**src/rtl/tj_pkg.sv**
```systemverilog
// rtl/tj_pkg.sv - shared types and constants for trojan benchmark blocks
package tj_pkg;

  typedef enum logic [1:0] {
    TJ_IDLE  = 2'd0,
    TJ_COUNT = 2'd1,
    TJ_FIRE  = 2'd2
  } tj_state_t;

  localparam int TJ_PAYLOAD_XOR = 0;
  localparam int TJ_PAYLOAD_OR  = 1;

endpackage

```
**src/rtl/tj_trigger_fsm.sv**
```systemverilog
// rtl/tj_trigger_fsm.sv - rare-pattern sequence trigger with payload window
module tj_trigger_fsm
  import tj_pkg::*;
#(
  parameter int TRIG_COUNT     = 4,
  parameter int PAYLOAD_CYCLES = 2
) (
  input  logic clk,
  input  logic rst_n,
  input  logic in_valid,
  input  logic match,
  output logic corrupt_now
);

  localparam int TC_W = $clog2(TRIG_COUNT + 1);
  localparam int PC_W = $clog2(PAYLOAD_CYCLES + 1);

  tj_state_t       state_q;
  logic [TC_W-1:0] cnt_q;
  logic [PC_W-1:0] pay_q;

  // Idle cycles never touch state: gaps neither break a sequence nor consume payload.
  always_ff @(posedge clk or negedge rst_n) begin
    if (!rst_n) begin
      state_q <= TJ_IDLE;
      cnt_q   <= '0;
      pay_q   <= '0;
    end else if (in_valid) begin
      case (state_q)
        TJ_IDLE: begin
          if (match) begin
            if (TRIG_COUNT == 1) begin
              state_q <= TJ_FIRE;
              pay_q   <= PC_W'(PAYLOAD_CYCLES);
            end else begin
              state_q <= TJ_COUNT;
              cnt_q   <= TC_W'(1);
            end
          end
        end
        TJ_COUNT: begin
          if (!match) begin
            state_q <= TJ_IDLE;
            cnt_q   <= '0;
          end else if (cnt_q == TC_W'(TRIG_COUNT - 1)) begin
            state_q <= TJ_FIRE;
            cnt_q   <= '0;
            pay_q   <= PC_W'(PAYLOAD_CYCLES);
          end else begin
            cnt_q <= cnt_q + TC_W'(1);
          end
        end
        TJ_FIRE: begin
          pay_q <= pay_q - PC_W'(1);
          if (pay_q == PC_W'(1)) begin
            state_q <= TJ_IDLE;
          end
        end
        default: begin
          state_q <= TJ_IDLE;
          cnt_q   <= '0;
          pay_q   <= '0;
        end
      endcase
    end
  end

  assign corrupt_now = in_valid && (state_q == TJ_FIRE);

endmodule

```
**src/rtl/seq_trojan_circuit.sv**
```systemverilog
// rtl/seq_trojan_circuit.sv - registered bitwise datapath with optional sequential trojan on h
module seq_trojan_circuit
  import tj_pkg::*;
#(
  parameter int               WIDTH          = 8,
  parameter int               TROJAN_EN      = 1,
  parameter logic [WIDTH-1:0] TRIG_PATTERN   = '1,
  parameter int               TRIG_COUNT     = 4,
  parameter int               PAYLOAD_CYCLES = 2,
  parameter int               PAYLOAD_MODE   = TJ_PAYLOAD_XOR,
  parameter logic [WIDTH-1:0] PAYLOAD_MASK   = {{(WIDTH-1){1'b0}}, 1'b1}
) (
  input  logic             clk,
  input  logic             rst_n,
  input  logic             in_valid,
  input  logic [WIDTH-1:0] a,
  input  logic [WIDTH-1:0] b,
  input  logic [WIDTH-1:0] c,
  output logic             out_valid,
  output logic [WIDTH-1:0] e,
  output logic [WIDTH-1:0] f,
  output logic [WIDTH-1:0] g,
  output logic [WIDTH-1:0] h,
  output logic             trojan_active
);

  if (TRIG_COUNT < 1 || PAYLOAD_CYCLES < 1 || PAYLOAD_MODE < 0 || PAYLOAD_MODE > 1) begin : g_bad_params
    $error("seq_trojan_circuit: illegal TRIG_COUNT/PAYLOAD_CYCLES/PAYLOAD_MODE");
  end

  logic             corrupt_now;
  logic [WIDTH-1:0] golden;
  logic             out_valid_q, trojan_active_q, trojan_active_d;
  logic [WIDTH-1:0] e_q, f_q, g_q, h_q;
  logic [WIDTH-1:0] e_d, f_d, g_d, h_d;

  if (TROJAN_EN != 0) begin : g_trojan
    logic match;
    assign match = in_valid && ((a & ~c) == TRIG_PATTERN);

    tj_trigger_fsm #(
      .TRIG_COUNT    (TRIG_COUNT),
      .PAYLOAD_CYCLES(PAYLOAD_CYCLES)
    ) u_trigger (
      .clk        (clk),
      .rst_n      (rst_n),
      .in_valid   (in_valid),
      .match      (match),
      .corrupt_now(corrupt_now)
    );
  end else begin : g_golden
    assign corrupt_now = 1'b0;
  end

  // Deliberately unsimplified host logic; it reduces to a & b & c.
  assign golden = ((a & b) | ((a | c) & ~c)) & c;

  always_comb begin
    e_d             = e_q;
    f_d             = f_q;
    g_d             = g_q;
    h_d             = h_q;
    trojan_active_d = corrupt_now;
    if (in_valid) begin
      e_d = a & b;
      f_d = a | c;
      g_d = ~c;
      h_d = golden;
      if (corrupt_now) begin
        h_d = (PAYLOAD_MODE == TJ_PAYLOAD_OR) ? (golden | PAYLOAD_MASK) : (golden ^ PAYLOAD_MASK);
      end
    end
  end

  always_ff @(posedge clk or negedge rst_n) begin
    if (!rst_n) begin
      out_valid_q     <= 1'b0;
      trojan_active_q <= 1'b0;
      e_q             <= '0;
      f_q             <= '0;
      g_q             <= '0;
      h_q             <= '0;
    end else begin
      out_valid_q     <= in_valid;
      trojan_active_q <= trojan_active_d;
      e_q             <= e_d;
      f_q             <= f_d;
      g_q             <= g_d;
      h_q             <= h_d;
    end
  end

  assign out_valid     = out_valid_q;
  assign trojan_active = trojan_active_q;
  assign e             = e_q;
  assign f             = f_q;
  assign g             = g_q;
  assign h             = h_q;

endmodule

```
**config.mk**
```make
export PLATFORM = sky130hd
export DESIGN_NAME = seq_trojan_circuit
export DESIGN_NICKNAME = d
export VERILOG_FILES = /design/src/rtl/tj_pkg.sv /design/src/rtl/tj_trigger_fsm.sv /design/src/rtl/seq_trojan_circuit.sv
export SDC_FILE = /design/constraint.sdc
export NUM_CORES = 1
export LEC_CHECK = 0
export ABC_AREA = 1
export CAP_MARGIN = 20
export CORE_MARGIN = 3
export CORE_UTILIZATION = 41
export CTS_CLUSTER_DIAMETER = 80
export CTS_CLUSTER_SIZE = 28
export DETAILED_ROUTE_END_ITERATION = 16
export GPL_TIMING_DRIVEN = 0
export PLACE_DENSITY_LB_ADDON = 0.25
export SYNTH_ARGS = -nofsm -noshare
export SYNTH_HDL_FRONTEND = slang
export SYNTH_SLANG_ARGS = --single-unit
```
**constraint.sdc**
```tcl
create_clock -name clk -period 1.4 [get_ports clk]
set_clock_uncertainty 0.1 [all_clocks]
set_input_delay 0.14 -clock clk [delete_from_list [all_inputs] [get_ports clk]]
set_output_delay 0.14 -clock clk [all_outputs]
set_load 0.05 [all_outputs]
```
==> run metrics, run 1 <==
Synth Instances 223; count leader, synth nand2_1; area growth from synthesis to layout 44.7%; setup_tns 0 ps; detailed placer's ending HPWL approximately 3.4 mm; Max stage delay cell, worst path dfrtp_1; DIE AREA approximately 5300 um^2; Pleak ~1.4 nW; metal2 WL 2.26 mm; first-pass GRT wire length between 7 and 8 mm; Async S/R FF share, synth 100%; synth cell count leaders 74 x nand2_1, 41 x dfrtp_1, 25 x inv_1, 23 x nor2_1; CTS buffer count 5; drt pass-1 iters 5; Net count, final 328; Post-DP Area 2520 um^2; drt total wl 4.79 mm; Peak VDD IR approximately 0.00056 V; clk_lat worst skew 290 ps; fin area 2670 um^2; CTS tree built; Hold Path Class in -> reg; share of cells above drive strength 1 between 20% and 30%; Core ar. roughly 4200 um^2; Max-Cap Viols 0; worst path arrival time approximately 1500 ps; Synth area leaders dfrtp_1 56%, nand2_1 15%, inv_1 5.1%; Hold Crit Start c[1]; antenna cells 0; WS Path Type reg -> reg; synth unique cells 22; Tmin final roughly 1400 ps; Max Clock Freq just over 700 MHz; CP endpoint kind flop; clock transition at the registers of the reported paths ~70 ps; Max Buffers Root-to-Sink 2; via count 1,698; die span in y between 70 and 80 um; DRC 0; GPL Wtd Cong approximately 0.8; RSZ-0062 raised after global routing true; vias in the first global route roughly 1,700; Final period util a little over nine tenths; cell mode on critical path nand2_1; Site Rows 23; WP data required 1480 ps; reg2reg setup slack about 17 ps; ys flop type dfrtp_1; grt ovf 0; clock sinks between 40 and 50; Slew Limit Headroom between 60% and 70%; top-area cell type share of the netlist area between 50% and 60%; routed length per instance about 14 um; # port buffers 60; Yosys Warn Count 0; vias per cell 4.91; largest net degree at the start of global routing 40; met3 wire len about 370 um; CP Launch Type flop; Crit Path Max Fanout 4; RR Startpoint g_trojan.u_trigger.state_q[1]; run status complete, no violations; CTS Root Cell clkbuf_8; highest routed layer met4; Avg Cell Area, Syn 8.28 um^2; placed insts ~330; Chip Width between 70 and 80 um; post-synthesis sequential area ratio 55.6%; Ports 61; final count of pins violating max slew 0; initial antenna violation count 0; Yosys top cell by area dfrtp_1; M1 WL 2.11 mm; GRT Total Usage 18.7%; Starting Density between 40% and 50%; final core occ between 60% and 70%; Post-synth EDFFs 0; synthesized flop and latch total 41; Hold Vio Cnt, Final 0; Final Instance Count excl. Fillers between 300 and 400; Crit. Startpoint g_trojan.u_trigger.state_q[1]; CP cell instances buf_4 > ha_1 > inv_2 > nor2_2 > inv_1 > nand3_2 > nand2_1 > nand2_1; post-synthesis cell area ~1800 um^2; ANT nets after route 0; CP peak stage delay 400 ps; Slew @ Worst Pin slightly below 600 ps; Setup-failing EPs final 0; syn_nets 255; pwr dens roughly 1200 nW/um^2; depth of the CTS H-tree 2; 1st-iter DRT viols 140
==> worst paths after layout <==
kind,endpoint,cells past startpoint
setup reg to reg,g_trojan.u_trigger.state_q[0],8
hold reg to reg,e[1],2
hold / removal,g[1],2
max in group asynchronous,g_trojan.u_trigger.pay_q[0],3
min in group asynchronous,f[7],2
setup / recovery,g_trojan.u_trigger.state_q[0],8
==> layout make-up <==
cell class / count / area, um^2
plain buffers: 5 / 18.8
repair buffers: 66 / 602
well taps: 50 / 62.6
flip-flops and latches: 41 / 1030
clock buffers: 7 / 86.3
multi-input cells: 150 / 776
fillers: 382 / 1500
inverters: 27 / 101
==> cell families after synthesis <==
logic type | after synthesis | share of synthesized area (%)
compound gates | 28 | 8.60
fa+ha+maj | 5 | 3.39
buf+inv | 32 | 6.50
flops | 41 | 55.6
simple gates | 117 | 25.9
==> through the flow <==
step,hold WS [ps],power (mW),worst slack [ps]
finish,44.6,3.10,17.0
global route,88.8,3.27,-87.4
CTS,76.6,3.09,0.422
detailed placement,-148,2.31,-484
global placement,363,2.29,-949
floorplan,-256,1.95,80.7
==> repair_timing <==
item	CTS	global route
gates cloned	0	0
buffers inserted	1	2
hold buffers	1	1
hold endpoints to repair	41	1
gates resized for setup	87	53
endpoints found under the setup margin	50	28
pin swaps	4	8
==> critical path, delay by kind of cell (launching register included) <==
family	cells	cell delay, ps
flip-flops	1	400
buffers and inverters	3	310
AND/OR/NAND/NOR	4	270
adder cells (fa/ha/maj)	1	210
==> report_power, final <==
part	internal, mW	switching [mW]
combinational	0.324	0.637
clock	0.391	0.380
sequential	1.30	0.0716
total	2.01	1.09
==> layout by cell type (no fill, tap or decap), drive strengths merged, types with 5 or more instances in the layout <==
cell type and n:
nand3 15, ha 5, dlymetal6s2s 11, clkdlybuf4s15 15, dfrtp 41, o21ai 17
nor2 24, clkbuf 31, nand2 75, buf 6, inv 26, clkdlybuf4s50 13
==> metal layers <==
layer  up-vias  global-route usage [%]
met5         -                       0
met4         0                    6.15
met3         6                    4.82
met2        59                    30.0
met1       779                    24.5
li1        854                       -
==> state kept, by name, summed over array words and instances, names as in the netlist <==
name                        count
h                               8
trojan_active                   1
g_trojan.u_trigger.cnt_q        3
g_trojan.u_trigger.state_q      2
g                               8
g_trojan.u_trigger.pay_q        2
out_valid                       1
e                               8
f                               8
Note: power is estimated with default switching activity, not from simulation.
==> inputs of run 2 (changes only) <==
TNS_END_PERCENT = 5   (was not set)
==> run metrics, run 2 (synthesis gave the netlist of run 1 again) <==
clock transition at the registers of the reported paths approximately 70 ps; Setup-failing EPs final 0; Max Buffers Root-to-Sink 2; vias per cell approximately 4.9; drt total wl about 4.7 mm; pwr dens about 1100 nW/um^2; CTS buffer count 5; CP peak stage delay about 500 ps; # port buffers 60; via count 1,672; largest net degree at the start of global routing 40; die span in y about 73 um; WP data required around 1200 ps; CP Launch Type flop; grt ovf 0; Site Rows 23; vias in the first global route about 1,700; share of cells above drive strength 1 16.8%; initial antenna violation count 0; ANT nets after route 0; FF-to-FF path depth 7; Peak VDD IR between 0.0005 and 0.0006 V; clock sinks slightly above 40; Max-Cap Viols 0; clk_lat worst skew between 200 and 300 ps; RSZ-0062 raised after global routing true; CP cell instances clkdlybuf4s15_1; Starting Density 44.3%; Crit. Startpoint g[1]; detailed placer's ending HPWL approximately 3.4 mm; Final period util 99.3%; DIE AREA about 5300 um^2; Pleak roughly 1.3 nW; most common cell after layout, fill and taps aside nand2_1; Chip Width between 70 and 80 um; Ports around 60; Core ar. approximately 4200 um^2; Crit path depth 1; Slew @ Worst Pin about 570 ps; Max stage delay cell, worst path clkdlybuf4s15_1; depth of the CTS H-tree 2; Post-CTS Setup Inserts 0; Tmin final between 1000 and 1500 ps; DRC 0; GPL Wtd Cong 0.798; hold_ws 79.4 ps; drt pass-1 iters 4; CTS tree built; antenna cells 0; fin area approximately 2700 um^2; run status complete, no violations; Final Instance Count excl. Fillers about 340; RR Startpoint g_trojan.u_trigger.cnt_q[0]; routed length per instance approximately 14 um; 1st-iter DRT viols between 100 and 150; Net count, final between 300 and 400; WS Path Type reg -> out; placed insts 334; Slew Limit Headroom 62.1%; GRT Total Usage a little under a fifth; CP delay by family, top buffers and inverters; area growth from synthesis to layout 47.4%; first-pass GRT wire length about 7.6 mm; Hold Path Class in -> reg; Hold Crit Start a[5]; CTS Root Cell clkbuf_8; final count of pins violating max slew 0; Crit Path Max Fanout 2; Hold Vio Cnt, Final 0; Critical path buffers and inverters 1; Post-DP Area between 2000 and 3000 um^2; Max Clock Freq 719 MHz; Hold Crit Depth 3; commonest non-fill, non-tap cells in the layout 71 x nand2_1, 41 x dfrtp_1, 19 x inv_1; worst path arrival time between 1000 and 1500 ps; CP endpoint kind output port
## run 2: cell types whose count changed in the layout (fill, tap and decap cells not counted), sizes merged
cell,change
dlygate4sd2,+2
clkdlybuf4s15,+16
dlymetal6s2s,-3
buf,-3
dlygate4sd3,-1
clkbuf,-18
clkdlybuf4s50,+3
## run 2: per-stage QoR
stage                     worst slack (ps)  setup TNS (ps)  total power, mW  util [%]
final                                 9.90               0             3.11      65.2
after global routing                 -52.7            -509             3.29      65.2
after CTS                            -30.6           -30.6             3.09      63.6
after detailed placement              -484          -11460             2.31      60.5
after global placement                -949          -49590             2.29      60.1
after floorplan                       80.7               0             1.95         -
## run 2: final timing paths
check                                           endpoint  slack, ps
setup / recovery                                    g[1]         10
hold / removal                                      e[5]         80
setup reg to reg           g_trojan.u_trigger.state_q[1]         40
hold reg to reg                                     g[4]        380
max in group asynchronous    g_trojan.u_trigger.pay_q[1]        710
min in group asynchronous                           f[7]         90
## run 2: layout make-up
class | count | area [um^2]
fill | 366 | 1450
sequential | 41 | 1030
multi-input combinational | 150 | 778
timing repair buffer | 62 | 649
inverter | 27 | 101
clock buffer | 7 | 86.3
tap | 50 | 62.6
buffer | 5 | 18.8
## run 2: per-layer routing
layer / vias up / routed length (um) / track usage (%)
met1: 765 / 2110 / 24.6
met2: 54 / 2140 / 29.8
met4: 0 / 78 / 6.15
met3: 8 / 339 / 4.82
met5: - / 0 / 0
li1: 845 / - / -
## run 2: where the power goes
part           total (mW)  switching (mW)  internal (mW)  leakage, nW
registers            1.37          0.0703           1.30        0.512
clock network       0.772           0.381          0.391       0.0443
logic               0.973           0.631          0.342        0.784
## run 2: what timing repair did
action	4_1_cts	5_1_grt
hold buffers	1	0
endpoints found under the setup margin	50	28
endpoints found under the hold margin	41	0
resized for setup	84	33
pin swaps	0	4
==> inputs of run 3 (changes only) <==
GPL_TIMING_DRIVEN = 1   (was 0)
REMOVE_ABC_BUFFERS = 1   (was not set)
==> run metrics, run 3 (synthesis gave the netlist of run 1 again) <==
Site Rows 23; Comb pwr share 35.7%; antenna cells 0; met2 Usage GRT 34.9%; share of cells above drive strength 1 between 30 and 40%; CP peak stage delay approximately 460 ps; most common cell after layout, fill and taps aside nand2_1; CP cell instances clkdlybuf4s50_1 > nor3_4 > nand2_1 > nor2_2 > nand2_1 > nor2_1 > nand3_1 > nand2_1; Final period util 108%; WS Path Type in -> reg; clk_lat worst skew between 200 and 300 ps; Post-DP Area slightly above 3000 um^2; clock network power share approximately a quarter; Net count, final 345; DRC 0; placed insts approximately 350; pwr dens roughly 1100 nW/um^2; commonest non-fill, non-tap cells in the layout 71 x nand2_1, 41 x dfrtp_1, 35 x buf_12; failing checks setup timing; first-pass GRT wire length approximately 8.3 mm; 1st-iter DRT viols 113; grt peak-use layer met2; area growth from synthesis to layout 78.7%; Max-Cap Viols 0; FILL cells 234; drt total wl around 5.6 mm; Peak VDD IR roughly 0.00062 V; GPL Wtd Cong 0.831; worst path arrival time roughly 1700 ps; die span in y 73.1 um; Core ar. around 4200 um^2; CTS buffer count 5; sequential power share 37.9%; area of the multi-input gates between 800 and 900 um^2; Global Route met1 Usage around a quarter; vias in the first global route roughly 1,800; CTS Root Cell clkbuf_8; Slew @ Worst Pin between 400 and 500 ps; via count 1,850; Post-Place Worst Slack -301 ps; Max stage delay cell, worst path clkdlybuf4s50_1; Tmin final approximately 1500 ps; initial antenna violation count 0; cell mode on critical path nand2_1; run status complete, but fails checks; final count of pins violating max slew 0; Critical path buffers and inverters 1; Seq. cell area roughly 1000 um^2; GRT Total Usage 20.1%; setup_tns -204 ps; largest net degree at the start of global routing 24; ANT nets after route 0; Starting Density ~44%; clock transition at the registers of the reported paths about 80 ps; Hold Path Class in -> reg; Hold Vio Cnt, Final 0; NetSw 1.23 mW; Crit Path Max Fanout 3; Max Clock Freq 661 MHz; Ports 61; internal power approximately 2.5 mW; Final WS setup -112 ps; DIE AREA approximately 5300 um^2; Chip Width 73.1 um; CTS tree built; fin area between 3000 and 4000 um^2; final core occ 79.1%; detailed placer's ending HPWL roughly 3.8 mm; CP delay by family, top simple AND/OR/NAND/NOR gates; global routing usage on met3 4.82%; CP endpoint kind flop; grt ovf 0; Max Buffers Root-to-Sink 2; Slew Limit Headroom between 60% and 70%; routed length per instance around 15 um; depth of the CTS H-tree 2; Final Instance Count excl. Fillers between 300 and 400; RSZ-0062 raised after global routing true; vias per cell ~5; clock sinks 41; Pleak approximately 1.6 nW; Setup-failing EPs final 6; drt pass-1 iters 4; WP data required around 1500 ps; CP Launch Type input pin; # port buffers 60; switching part of the total roughly 33%
==> run 3: changes by cell type in the layout (fill, tap and decap cells not counted), moves of 2 or more <==
| cell | change |
|---|---|
| clkdlybuf4s15_1 | -18 |
| buf_12 | +34 |
| nor2_1 | -2 |
| clkdlybuf4s15_2 | -13 |
| clkbuf_2 | -2 |
| ha_1 | -2 |
| clkbuf_1 | -4 |
| dlygate4sd2_1 | -2 |
| buf_4 | +26 |
==> run 3: power groups by stage <==
| stage | Sequential (mW) | Combinational, mW | Clock, mW |
|---|---|---|---|
| after global routing | 1.43 | 1.41 | 1.04 |
| after CTS | 1.41 | 1.21 | 0.994 |
| after global placement | 1.43 | 1.14 | 0 |
| after detailed placement | 1.44 | 1.17 | 0 |
| after floorplan | 1.64 | 0.302 | 0 |
| final | 1.41 | 1.33 | 0.985 |
==> run 3: layer usage <==
layer / wire (um) / vias to the layer above / share of wire (%)
met1: 2200 / 872 / 39
met5: 0 / - / 0
li1: - / 883 / -
met3: 412 / 10 / 7.3
met4: 97 / 0 / 1.7
met2: 2910 / 85 / 52
==> run 3: worst paths after layout <==
path                            cells after the start                             to  slack [ps]                        start
worst min-delay path                                3                           e[1]          90                         a[1]
worst max register to register                      8  g_trojan.u_trigger.state_q[1]           0  g_trojan.u_trigger.cnt_q[0]
max in group asynchronous                           3    g_trojan.u_trigger.pay_q[0]         480                        rst_n
worst max-delay path                                8  g_trojan.u_trigger.state_q[1]        -110                         c[2]
worst min register to register                      2    g_trojan.u_trigger.pay_q[0]         440  g_trojan.u_trigger.pay_q[0]
min in group asynchronous                           2                           e[6]         230                        rst_n
==> run 3: timing repair <==
item                       4_1_cts  5_1_grt
hold endpoints to repair        19        0
pin swaps                        1       12
hold buffers                     1        0
setup endpoints to repair        7        7
setup buffers                    1        0
resized for setup                3       40
==> run 3: worst min-delay path, stage by stage <==
cell and delay [ps]:
dlymetal6s2s_1 160, nand3_1 90, nand2_1 50
==> run 3: final cells by class <==
type / instances / area share (%)
multi-input combinational: 150 / 24.6
tap: 50 / 1.90
clock inverter: 1 / 0.910
inverter: 27 / 3.07
sequential: 41 / 31.1
clock buffer: 7 / 2.62
timing repair buffer: 88 / 35.9
==> run 3: per-stage QoR <==
stage | power, mW | hold WS, ps
after CTS | 3.62 | 238
after global placement | 2.56 | 18.3
after global routing | 3.88 | 104
after detailed placement | 2.60 | 19.3
after floorplan | 1.94 | -256
final | 3.73 | 90.5
